File: config.mk
export PLATFORM = sky130hd
export DESIGN_NAME = delay_pipe_prog
export DESIGN_NICKNAME = d
export VERILOG_FILES = /design/src/rtl/delay_pipe_prog.sv
export SDC_FILE = /design/constraint.sdc
export NUM_CORES = 1
export LEC_CHECK = 0
export ABC_AREA = 0
export CAP_MARGIN = 20
export CORE_ASPECT_RATIO = 0.6
export CORE_UTILIZATION = 30
export DETAILED_ROUTE_END_ITERATION = 12
export SYNTH_ARGS = -nofsm -noshare
export SYNTH_HDL_FRONTEND = slang
export SYNTH_SLANG_ARGS = --single-unit
File: constraint.sdc
create_clock -name clk -period 2.44 [get_ports clk]
set_input_delay 0.366 -clock clk [delete_from_list [all_inputs] [get_ports clk]]
set_output_delay 0.366 -clock clk [all_outputs]
set_load 0.01 [all_outputs]
File: src/rtl/delay_pipe_prog.sv
// Run-time programmable delay line for a valid-qualified stream, with a held output word,
// consumer ready flag, busy indication and sticky overrun. Optional drop counter: DELAY_PIPE_DROP_CNT_EN.
module delay_pipe_prog #(
    parameter int DATA_W    = 8,
    parameter int MAX_DELAY = 16,
    parameter int DLY_W     = 4
) (
    input  logic              clk,
    input  logic              rst_n,
    input  logic              en,
    input  logic [DATA_W-1:0] data_i,
    input  logic [DLY_W-1:0]  dly_sel,
    input  logic              data_use,
    input  logic              ovf_clr,
    output logic [DATA_W-1:0] data_o,
    output logic              data_rd,
    output logic              busy,
`ifdef DELAY_PIPE_DROP_CNT_EN
    output logic [15:0]       drop_cnt,
`endif
    output logic              ovf
);

    localparam logic [DLY_W-1:0] DLY_MAX = DLY_W'(MAX_DELAY - 1);

    logic [MAX_DELAY-1:0] stg_vld;
    logic [DATA_W-1:0]    stg_data [MAX_DELAY];
    logic [DLY_W-1:0]     dly_q;
    logic [DLY_W-1:0]     dly_nxt;
    logic                 tap_vld;
    logic [DATA_W-1:0]    tap_data;
    logic                 ovf_set;

    assign busy    = |stg_vld;
    assign ovf_set = tap_vld & data_rd & ~data_use;

    always_comb begin
        dly_nxt = dly_sel;
        if (dly_sel > DLY_MAX) begin
            dly_nxt = DLY_MAX;
        end
    end

    always_ff @(posedge clk or negedge rst_n) begin
        if (!rst_n) begin
            stg_vld <= '0;
            for (int k = 0; k < MAX_DELAY; k++) begin
                stg_data[k] <= '0;
            end
        end else begin
            stg_vld     <= {stg_vld[MAX_DELAY-2:0], en};
            stg_data[0] <= data_i;
            for (int k = 1; k < MAX_DELAY; k++) begin
                stg_data[k] <= stg_data[k-1];
            end
        end
    end

    // Tap only moves while the line is empty, so no in-flight word is duplicated or skipped.
    always_ff @(posedge clk or negedge rst_n) begin
        if (!rst_n) begin
            dly_q <= '0;
        end else if (!busy && !en) begin
            dly_q <= dly_nxt;
        end
    end

    // Registered tap gives the extra cycle of latency (dly_q + 2 overall).
    always_ff @(posedge clk or negedge rst_n) begin
        if (!rst_n) begin
            tap_vld  <= 1'b0;
            tap_data <= '0;
        end else begin
            tap_vld  <= stg_vld[dly_q];
            tap_data <= stg_data[dly_q];
        end
    end

    always_ff @(posedge clk or negedge rst_n) begin
        if (!rst_n) begin
            data_o  <= '0;
            data_rd <= 1'b0;
        end else if (tap_vld) begin
            data_o  <= tap_data;
            data_rd <= 1'b1;
        end else if (data_use) begin
            data_rd <= 1'b0;
        end
    end

    always_ff @(posedge clk or negedge rst_n) begin
        if (!rst_n) begin
            ovf <= 1'b0;
        end else if (ovf_set) begin
            ovf <= 1'b1;
        end else if (ovf_clr) begin
            ovf <= 1'b0;
        end
    end

`ifdef DELAY_PIPE_DROP_CNT_EN
    always_ff @(posedge clk or negedge rst_n) begin
        if (!rst_n) begin
            drop_cnt <= '0;
        end else if (ovf_set) begin
            if (ovf_clr) begin
                drop_cnt <= 16'd1;
            end else if (drop_cnt != 16'hFFFF) begin
                drop_cnt <= drop_cnt + 16'd1;
            end
        end else if (ovf_clr) begin
            drop_cnt <= '0;
        end
    end
`endif

endmodule

==> results.json <==
{
  "post_cts_buffers": 0,
  "instances_no_fill": 563,
  "vdd.ir_drop.worst_uv": 479.3,
  "diodes": 0,
  "dr.pass1.iters": 4,
  "hold_depth": 0,
  "ys_types": 20,
  "cts_hold_buf": 1,
  "drtIter0Drc": 155,
  "rrSetupSlack_ns": 0.56,
  "status": "finished clean",
  "min_period_ns": 2.240,
  "finalCritPeriodShare_pct": 91.81,
  "cts_tree": "done",
  "cpPeakStageDelay_ns": 0.52,
  "clockRootBuffer": "clkbuf_16",
  "r2r_end": "tap_data[7]",
  "gr-usage-met2_pct": 14.29,
  "r2r_cells": 4,
  "area_delta_synth_final_pct": 19.84,
  "final_cell_mix": "166 x dfrtp_1, 26 x clkdlybuf4s50_1, 20 x mux4_1",
  "hold_path_class": "reg -> reg",
  "die_h_um": 107.3,
  "cp.arrival_ns": 1.87,
  "tns_ns": 0,
  "final_common_cell": "dfrtp_1",
  "cts.path.max_buffers": 2,
  "worst_setup_path_start_kind": "register",
  "crit_chain": "nor4_1 -> nand4_1 -> clkdlybuf4s50_1",
  "critPathMaxFanout": 3,
  "path_clk_slew_ns": 0.07,
  "power_mw": 6.305,
  "r2r-start": "dly_q[0]",
  "num_rows": 38,
  "cp_slowest_cell": "clkdlybuf4s50_1",
  "leakage_nw": 2.807,
  "synth_seq_cells": 167,
  "hold_start": "stg_data[27]",
  "htree_levels": 4,
  "rsz0062_at_grt": "false",
  "ys_seq_area_share_pct": 75.38,
  "cts_resized": 0,
  "portBuffers": 27,
  "drt-wirelength-per-cell_um": 17.26,
  "drtAntennaViolNets": 0,
  "numCtsBuffers": 17,
  "worstMarginPinSlew_ns": 0.8866,
  "drc": 0,
  "grt.overflow.total": 0,
  "grt_first_pass_wirelength_mm": 15.86,
  "avgSynthCellArea_um2": 20.69,
  "die_x_um": 177.5,
  "yosysWarnings": 0,
  "crit_required_ns": 2.07,
  "dp_cells": 530,
  "clk_latency_ns": 0.41,
  "gr-usage-met1_pct": 17.96,
  "gp_congestion": 0.7066,
  "fin_nets": 327,
  "vias": 2557,
  "core_region_area_um2": 18070,
  "grt_pass1_vias": 2677,
  "syn-cell-area_um2": 5544,
  "antenna_found_initial": 0,
  "hold_violations": 0,
  "finClkSkew_ns": 0.008972,
  "hold_slack_ns": 0.3579,
  "maxCapViolCount": 0,
  "powerDensity_nw_per_um2": 948.9,
  "pin_count": 28,
  "grt_usage_pct": 11.40,
  "drt-total-wl_mm": 9.717,
  "grt-busiest-layer": "met1",
  "groute.layer.met3.usage_pct": 3.708,
  "dp_hpwl_mm": 6.134,
  "die_area_um2": 19050,
  "max_freq_ghz": 0.4464,
  "drive_gt1_share_pct": 21.05,
  "vias_per_cell": 4.542,
  "drv_slew": 0,
  "start_util_pct": 30.69,
  "cts_sinks": 167,
  "synth_fp_nets": 285,
  "cp-end-kind": "output port",
  "slew_headroom_pct": 40.77,
  "setup_viol": 0,
  "path_class": "reg -> out",
  "worst_hold_path.endpoint": "stg_data[19]",
  "grt_max_degree": 65,
  "syn_inst": 268
}
==> state kept, by name, indices dropped and copies added (netlist names) <==
register,count
data_o,8
tap_data,8
ovf,1
stg_vld,16
dly_q,4
tap_vld,1
data_rd,1
stg_data,128
==> logic make-up (layout without fill, tap and decap cells) <==
group           count (synthesis)  after routing  share of synthesized area, %
mux                            48             48                         18.42
simple gates                   19             19                         1.648
flops                         167            167                         75.38
buf+inv                        14             69                         1.805
compound gates                 20             20                         2.753
==> cell usage after synthesis <==
cell type    n  area, um^2
nand4_1      1       6.260
buf_2        4       20.02
nor2_1       2       7.510
buf_1        1       3.750
a22oi_1     18       135.1
mux4_1      20       525.5
a32o_1       1       10.01
mux4_2      16       360.4
nor4_1       4       25.02
mux2_2      12       135.1
buf_6        2       22.52
buf_12       1       20.02
a21o_1       1       7.510
buf_8        1       15.01
nand2_1      9       33.78
dfrtp_1    167        4179
and2_1       1       6.260
inv_1        2       7.510
clkbuf_1     3       11.26
nor2b_1      2       12.51
==> where the power goes <==
group	total [mW]	switching, mW	internal (mW)	leakage, nW
sequential	3.18	0.169	3.01	1.96
combinational	0.730	0.307	0.423	0.598
clock	2.39	1.08	1.31	0.253
total	6.30	1.56	4.74	2.81
==> worst max-delay path by stage <==
stage                     slack [ns]  depth (start not counted)   startpoint     endpoint
after floorplan                 0.88                          4   stg_vld[9]     dly_q[0]
final                           0.20                          3  stg_vld[10]         busy
after detailed placement        0.51                          4     dly_q[0]  tap_data[7]
after CTS                       0.15                          3  stg_vld[10]         busy
after global placement          0.54                          4     dly_q[0]  tap_data[7]
after global routing            0.12                          3   stg_vld[9]         busy
==> stage by stage <==
step,instance area [um^2],worst slack [ns],util (%)
3_3_place_gp,6102,0.5359,33.77
5_1_grt,6644,0.1180,36.77
6_report,6644,0.1997,36.77
4_1_cts,6644,0.1540,36.77
2_1_floorplan,5544,0.8750,-
3_5_place_dp,6102,0.5089,33.77
==> routing by layer <==
layer / wire length, um / share of wire (%)
met1: 5115 / 53
met4: 78 / 0.80
met5: 0 / 0
met3: 634 / 6.5
met2: 3888 / 40
==> cell type report <==
class                           count  area [um^2]
Clock inverter                     14        102.6
Multi-Input combinational cell     87         1265
Tap cell                          240        300.3
Inverter                            2        7.507
Sequential cell                   167         4180
Timing Repair Buffer               35        359.1
Clock buffer                       18        429.2
Fill cell                        1673        11420
==> worst max-delay path: cells and delay by family, from the launching register on <==
family	cells	cell delay, ns
buf+inv	1	0.52
flops	1	0.39
simple gates	2	0.56
Power figures use the tool's default switching activity.
